[src/rtl/sync_fifo_thresh.sv]
// Single-clock FIFO with level reporting, programmable almost flags, sticky
// overflow/underflow, synchronous flush and optional first-word-fall-through reads.
module sync_fifo_thresh #(
    parameter int DATA_WIDTH = 4,
    parameter int ADDR_WIDTH = 3,
    parameter int AF_LEVEL   = 6,
    parameter int AE_LEVEL   = 2,
    parameter int FWFT       = 0
) (
    input  logic                  clk,
    input  logic                  rst_n,
    input  logic                  clr,
    input  logic                  winc,
    input  logic [DATA_WIDTH-1:0] wdata,
    input  logic                  rinc,
    output logic [DATA_WIDTH-1:0] rdata,
    output logic                  rvalid,
    output logic                  full,
    output logic                  empty,
    output logic                  almost_full,
    output logic                  almost_empty,
    output logic [ADDR_WIDTH:0]   level,
    output logic                  overflow,
    output logic                  underflow
);
    localparam int                DEPTH   = 1 << ADDR_WIDTH;
    localparam logic [ADDR_WIDTH:0] DEPTH_L = DEPTH[ADDR_WIDTH:0];
    localparam logic [ADDR_WIDTH:0] AF_L    = AF_LEVEL[ADDR_WIDTH:0];
    localparam logic [ADDR_WIDTH:0] AE_L    = AE_LEVEL[ADDR_WIDTH:0];
    localparam logic [ADDR_WIDTH:0] PTR_ONE = {{ADDR_WIDTH{1'b0}}, 1'b1};

    logic [DATA_WIDTH-1:0] r_mem [DEPTH];
    logic [ADDR_WIDTH:0]   r_wptr;
    logic [ADDR_WIDTH:0]   r_rptr;
    logic                  r_overflow;
    logic                  r_underflow;

    logic [ADDR_WIDTH:0]   w_level;
    logic [ADDR_WIDTH-1:0] w_waddr;
    logic [ADDR_WIDTH-1:0] w_raddr;
    logic                  w_full;
    logic                  w_empty;
    logic                  w_wr_en;
    logic                  w_rd_en;

    // Extra pointer MSB lets the plain difference span 0..DEPTH.
    assign w_level = r_wptr - r_rptr;
    assign w_waddr = r_wptr[ADDR_WIDTH-1:0];
    assign w_raddr = r_rptr[ADDR_WIDTH-1:0];
    assign w_full  = (w_level == DEPTH_L);
    assign w_empty = (w_level == '0);

    // Flush wins over traffic in the same cycle.
    assign w_wr_en = winc && !w_full  && !clr;
    assign w_rd_en = rinc && !w_empty && !clr;

    assign level        = w_level;
    assign full         = w_full;
    assign empty        = w_empty;
    assign almost_full  = (w_level >= AF_L);
    assign almost_empty = (w_level <= AE_L);
    assign overflow     = r_overflow;
    assign underflow    = r_underflow;

    always_ff @(posedge clk) begin
        if (!rst_n || clr) begin
            r_wptr      <= '0;
            r_rptr      <= '0;
            r_overflow  <= 1'b0;
            r_underflow <= 1'b0;
        end else begin
            if (w_wr_en)         r_wptr      <= r_wptr + PTR_ONE;
            if (w_rd_en)         r_rptr      <= r_rptr + PTR_ONE;
            if (winc && w_full)  r_overflow  <= 1'b1;
            if (rinc && w_empty) r_underflow <= 1'b1;
        end
    end

    always_ff @(posedge clk) begin
        if (rst_n && w_wr_en) r_mem[w_waddr] <= wdata;
    end

    generate
        if (FWFT == 0) begin : g_reg_read
            logic [DATA_WIDTH-1:0] r_rdata;
            logic                  r_rvalid;

            // Flush drops rvalid but keeps the last word on rdata.
            always_ff @(posedge clk) begin
                if (!rst_n) begin
                    r_rdata  <= '0;
                    r_rvalid <= 1'b0;
                end else if (clr) begin
                    r_rvalid <= 1'b0;
                end else begin
                    r_rvalid <= w_rd_en;
                    if (w_rd_en) r_rdata <= r_mem[w_raddr];
                end
            end

            assign rdata  = r_rdata;
            assign rvalid = r_rvalid;
        end else begin : g_fwft_read
            assign rdata  = r_mem[w_raddr];
            assign rvalid = !w_empty;
        end
    endgenerate
endmodule
[config.mk]
export PLATFORM = sky130hd
export DESIGN_NAME = sync_fifo_thresh
export DESIGN_NICKNAME = d
export VERILOG_FILES = /design/src/rtl/sync_fifo_thresh.sv
export SDC_FILE = /design/constraint.sdc
export NUM_CORES = 1
export LEC_CHECK = 0
export BUFFER_PORTS_ARGS = -buffer_cell sky130_fd_sc_hd__buf_2
export CELL_PAD_IN_SITES_DETAIL_PLACEMENT = 1
export CELL_PAD_IN_SITES_GLOBAL_PLACEMENT = 1
export CORE_MARGIN = 2
export CORE_UTILIZATION = 51
export CTS_CLUSTER_DIAMETER = 30
export DETAILED_ROUTE_END_ITERATION = 6
export HOLD_SLACK_MARGIN = 0.15
export PLACE_DENSITY_LB_ADDON = 0.1
export REMOVE_ABC_BUFFERS = 1
export SYNTH_ARGS = -nofsm -noshare
export SYNTH_HDL_FRONTEND = slang
export SYNTH_SLANG_ARGS = --single-unit
[constraint.sdc]
create_clock -name clk -period 9.2 [get_ports clk]
set_input_delay 1.38 -clock clk [delete_from_list [all_inputs] [get_ports clk]]
set_output_delay 1.38 -clock clk [all_outputs]
set_load 0.02 [all_outputs]
==> results of run 1 <==
-- sequential cells by signal (all words and copies together), names as in the netlist --
name / cells
r_mem: 32
r_rptr: 4
r_wptr: 4
rdata: 4
overflow: 1
rvalid: 1
underflow: 1
-- layout by cell type (no fill, tap or decap), types with 2 or more instances in the layout --
| master | synthesis | final |
|---|---|---|
| mux4_2 | 8 | 8 |
| o21ai_2 | 4 | 4 |
| nand2_1 | 10 | 10 |
| a21oi_1 | 7 | 7 |
| xor2_1 | 2 | 2 |
| ha_1 | 5 | 5 |
| nor4_1 | 3 | 3 |
| inv_1 | 9 | 9 |
| edfxtp_1 | 32 | 32 |
| nor3_2 | 2 | 2 |
| buf_2 | 0 | 23 |
| o31ai_4 | 2 | 2 |
| or3_1 | 3 | 3 |
| dfxtp_1 | 15 | 15 |
| o211a_1 | 4 | 4 |
| o21ai_1 | 2 | 2 |
| a21o_2 | 2 | 2 |
| nand3_1 | 4 | 4 |
| nor3_1 | 4 | 4 |
| clkbuf_8 | 1 | 5 |
| nor2_1 | 17 | 17 |
-- worst max-delay path, delay by kind of cell (launching register included) --
kind,cells,cell delay (ns)
DFF,1,0.78
adders and majority gates,2,0.74
buffers and inverters,2,0.28
and+or+nand+nor,2,0.75
xor gates and xnor gates,1,0.22
-- per-layer routing --
metal  GRT usage [%]  wire, µm  vias up
li1                -         -      639
met1            29.3      2170      680
met2            31.7      2170       22
met3            5.23       117        6
met4            6.32        49        0
met5               0         0        -
-- power breakdown --
group | switching, µW | internal (µW) | leakage [µW]
sequential | 3.34 | 228 | 0.000410
combinational | 28.6 | 16.5 | 0.000438
clock | 73.4 | 82.4 | 0.0000587
total | 105 | 327 | 0.000907
-- cells by family (layout without fill, tap and decap cells) --
| group | count (synthesis) | count (layout) | share of synthesized area (%) |
|---|---|---|---|
| buffers and inverters | 15 | 40 | 4.10 |
| multiplexers | 9 | 9 | 8.77 |
| flip-flops | 47 | 47 | 58.2 |
| adder cells (fa/ha/maj) | 6 | 6 | 3.81 |
| AO/OA/AOI/OAI | 28 | 28 | 11.4 |
| AND/OR/NAND/NOR | 50 | 50 | 11.8 |
| XOR/XNOR | 4 | 4 | 1.96 |
-- per-stage QoR --
stage	cell area [µm²]	util [%]	cells	setup WS, ns
after floorplan	2110	-	153	5.16
after global placement	2290	56.5	226	5.20
after detailed placement	2290	56.5	226	5.09
after CTS	2410	59.3	234	4.72
after global routing	2410	59.3	234	4.53
final	2410	59.3	234	4.75
-- final timing paths --
path                                             start                    end  slack, ns  depth (start not counted)
worst max register to register  r_rptr[0]$_SDFFE_PP0P_  r_mem[4][1]$_DFFE_PP_       5.58                          7
worst min-delay path             overflow$_SDFFE_PP0P_  overflow$_SDFFE_PP0P_       0.47                          2
worst min register to register   overflow$_SDFFE_PP0P_  overflow$_SDFFE_PP0P_       0.47                          2
worst max-delay path            r_rptr[0]$_SDFFE_PP0P_                   full       4.75                          7
-- layout make-up --
class | count | share of cell area (%)
Tap cell | 50 | 2.60
Sequential cell | 47 | 52.4
Inverter | 9 | 1.40
Timing Repair Buffer | 23 | 4.78
Clock buffer | 5 | 2.86
Multi-Input combinational cell | 97 | 34.0
Clock inverter | 3 | 1.98
==> impl_metrics.json, run 1 <==
{
  "worstSetupPathType": "reg -> out",
  "grt_pass1_wl_um": 7580,
  "grt_pass1_vias": 1416,
  "min_period_over_period_pct": 48.4,
  "antenna_cells": 0,
  "layout.nets": 198,
  "crit_arrival_ns": 3.07,
  "core-area_um2": 4060,
  "cp_max_fo": 12,
  "post_cts_buffers": 0,
  "rsz0062_at_grt": "no",
  "netlist.area_leader.share_pct": 44.3,
  "slew_violations": 0,
  "yosys-top-cells-area": "edfxtp_1, dfxtp_1, mux4_2",
  "clk_pin_slew_worst_paths_ns": 0.09,
  "wl_per_cell_um": 19.3,
  "cts_max_level": 2,
  "ys_warn_count": 0,
  "setup_violations": 0,
  "fin_total_pwr_uw": 433,
  "io_pins": 24,
  "synth_cells": 159,
  "ys_ff_latch": 47,
  "die-area_um2": 4790,
  "register_area_um2": 1260,
  "drc": 0,
  "synth_cell_types": 41,
  "die_y_um": 69.2,
  "fp-row-count": 23,
  "post-synth-top-count-cell": "edfxtp_1",
  "cts-root-buf": "clkbuf_8",
  "maxCapViolations": 0,
  "synth_enable_flop_cells": 32,
  "initial_utilization_pct": 53.4,
  "netlist_area_um2": 2170,
  "hold_class": "reg -> reg",
  "yosys.area.top_type": "edfxtp_1",
  "port_buffers": 23,
  "syn_avg_cell_area_um2": 13.6,
  "synth-async-reset-ratio_pct": 0,
  "drive_gt1_share_pct": 29.3,
  "dr.pass1.iters": 4,
  "ant_nets": 0,
  "fillers": 428,
  "cp_slowest_cell": "dfxtp_1",
  "end_kind": "output port",
  "fin_crit_ns": 4.45,
  "seq_area_frac_synth_pct": 58.2,
  "cts_tree": "built",
  "gp_congestion": 0.802,
  "wirelength_um": 4510,
  "ys.flop_type": "edfxtp_1",
  "clk_path_buf_depth": 2,
  "cp-start-kind": "flip-flop",
  "die_w_um": 69.2,
  "drtIter0Drc": 83,
  "fmax_mhz": 225,
  "cp.required_ns": 7.82,
  "num_vias": 1347,
  "critPathMaxStageDelay_ns": 0.78,
  "vias_per_cell": 5.76,
  "grt_max_degree": 17,
  "hold_ws_ns": 0.473,
  "peakVddDrop_uv": 116,
  "antenna_found_initial": 0,
  "cts_sinks": 47,
  "cts_resized": 0,
  "synth_common_cells": "edfxtp_1, nor2_1, dfxtp_1",
  "grt_overflow": 0,
  "synthToLayoutAreaGrowth_pct": 11.0,
  "path_cells": "ha_1 -> inv_1 -> fa_1 -> xor2_2 -> or3_1 -> nor3_1 -> buf_2",
  "slew_headroom_pct": 34.9,
  "multi_input_area_um2": 818,
  "worst_slew_pin_slew_ns": 0.968,
  "tns_ns": 0,
  "track_usage_pct": 20.7,
  "cellPowerDensity_nw_per_um2": 180,
  "cts_made_buffers": 5,
  "dp_hpwl_um": 3260,
  "clk_latency_ns": 0.30,
  "skew_ns": 0.00732,
  "finalHoldViolations": 0,
  "outcome": "finished, final reports clean",
  "leakage_uw": 0.000907,
  "holdBufCountCts": 0
}
Note: power is estimated with default switching activity, not from simulation.
==> inputs of run 2 (changes only) <==
CORE_UTILIZATION = 43   (was 51)
clock period = 3.91 ns   (was 9.2 ns; I/O delays follow)
==> impl_metrics.json, run 2 (same netlist as run 1, synthesis figures left out) <==
{
  "outcome": "finished, final reports clean",
  "final_common_cell": "edfxtp_1",
  "dp_hpwl_um": 3250,
  "slew_violations": 0,
  "post_cts_buffers": 0,
  "leakage_uw": 0.000915,
  "setup_violations": 0,
  "worst_slew_pin_slew_ns": 0.850,
  "grt_pass1_wl_um": 6990,
  "fmax_mhz": 310,
  "wirelength_um": 4200,
  "drc": 0,
  "cts_max_level": 2,
  "drive_gt1_share_pct": 29.6,
  "cp.required_ns": 3.32,
  "antenna_found_initial": 0,
  "die_y_um": 75.0,
  "crit_arrival_ns": 2.64,
  "die_w_um": 75.0,
  "r2r_end": "r_mem[4][0]$_DFFE_PP_",
  "peakVddDrop_uv": 321,
  "grt_overflow": 0,
  "reg2reg_depth": 8,
  "cts_tree": "built",
  "critical_path.endpoint": "full",
  "switchingPower_uw": 238,
  "antenna_cells": 0,
  "fin_crit_ns": 3.23,
  "track_usage_pct": 17.4,
  "skew_ns": 0.00589,
  "io_pins": 24,
  "clkPwrFrac_pct": 35.2,
  "min_period_over_period_pct": 82.6,
  "layout.nets": 200,
  "cellPowerDensity_nw_per_um2": 412,
  "tns_ns": 0,
  "cp-start-kind": "flip-flop",
  "grt_pass1_vias": 1359,
  "slew_headroom_pct": 42.8,
  "rsz0062_at_grt": "no",
  "finalHoldViolations": 0,
  "wl_per_cell_um": 16.6,
  "fp-row-count": 25,
  "cts-root-buf": "clkbuf_8",
  "switching_share_pct": 23.7,
  "cp_max_fo": 9,
  "cts_made_buffers": 5,
  "reg2reg_slack_ns": 0.86,
  "clk_path_buf_depth": 2,
  "vias_per_cell": 5.19,
  "grt_max_degree": 16,
  "dr.pass1.iters": 3,
  "fin_total_pwr_uw": 1010,
  "largest_reg_flops": 32,
  "r2r_start": "r_wptr[0]$_SDFFE_PP0P_",
  "port_buffers": 23,
  "hold_class": "reg -> reg",
  "seqPwrFrac_pct": 53.9,
  "combPwrFrac_pct": 10.9,
  "die-area_um2": 5630,
  "clk_pin_slew_worst_paths_ns": 0.09,
  "worstSetupPathType": "reg -> out",
  "clk_latency_ns": 0.30,
  "regMostFlops": "r_mem",
  "ant_nets": 0,
  "holdBufCountCts": 0,
  "maxCapViolations": 0,
  "drtIter0Drc": 36,
  "p_int_uw": 768,
  "cts_sinks": 47,
  "core-area_um2": 4790,
  "crit_path_start": "r_wptr[0]$_SDFFE_PP0P_",
  "num_vias": 1312,
  "final_cell_mix": "edfxtp_1, buf_2, nor2_1",
  "cts_resized": 0,
  "initial_utilization_pct": 45.3,
  "end_kind": "output port",
  "synthToLayoutAreaGrowth_pct": 12.5,
  "gp_congestion": 0.867
}
## run 2: cell types whose count changed in the layout (fill, tap and decap cells not counted)
cell	previous run	this run
buf_4	0	2
clkinv_1	0	1
clkinv_4	1	0
## run 2: critical path, cell delays in order (launching register included)
cell	delay, ns
dfxtp_1	0.48
inv_1	0.12
ha_1	0.23
inv_1	0.07
fa_1	0.46
or3_1	0.55
nor3_1	0.23
buf_2	0.20
## run 2: how the worst min path moves through the flow
| stage | depth (start not counted) | endpoint | start | slack, ns |
|---|---|---|---|---|
| detailed placement | 1 | underflow$_SDFFE_PP0P_ | underflow$_SDFFE_PP0P_ | 0.45 |
| CTS | 1 | underflow$_SDFFE_PP0P_ | underflow$_SDFFE_PP0P_ | 0.47 |
| finish | 1 | underflow$_SDFFE_PP0P_ | underflow$_SDFFE_PP0P_ | 0.47 |
| global placement | 2 | overflow$_SDFFE_PP0P_ | overflow$_SDFFE_PP0P_ | 0.44 |
| global route | 1 | underflow$_SDFFE_PP0P_ | underflow$_SDFFE_PP0P_ | 0.51 |
| floorplan | 2 | r_rptr[3]$_SDFFE_PP0P_ | r_rptr[3]$_SDFFE_PP0P_ | 0.48 |
## run 2: final cells by class
type	instances	area (µm²)
fill	509	2350
sequential	47	1260
multi-input combinational	97	818
timing repair buffer	25	130
tap	67	83.8
clock buffer	5	68.8
clock inverter	3	42.5
inverter	9	33.8
## run 2: metal layers
layer / up-vias / track usage [%] / wire, µm
li1: 644 / - / -
met2: 14 / 28.1 / 2050
met5: - / 0 / 0
met1: 647 / 23.2 / 2010
met4: 0 / 7.14 / 59
met3: 7 / 3.21 / 89
## run 2: power by group through the flow
stage | sequential [µW] | combinational (µW) | clock, µW
2_1_floorplan | 561 | 65.7 | 0
3_3_place_gp | 553 | 108 | 0
3_5_place_dp | 553 | 111 | 0
4_1_cts | 542 | 111 | 365
5_1_grt | 543 | 120 | 386
6_report | 542 | 109 | 354
## run 2: metrics by stage
stage | hold WS, ns | utilization, % | instances | area (µm²) | setup slack (ns)
global placement | 0.441 | 48.6 | 245 | 2330 | 0.847
global route | 0.508 | 51.0 | 253 | 2440 | 0.498
finish | 0.467 | 51.0 | 253 | 2440 | 0.681
floorplan | 0.483 | - | 153 | 2110 | 0.661
detailed placement | 0.454 | 48.6 | 245 | 2330 | 0.812
CTS | 0.474 | 51.0 | 253 | 2440 | 0.653
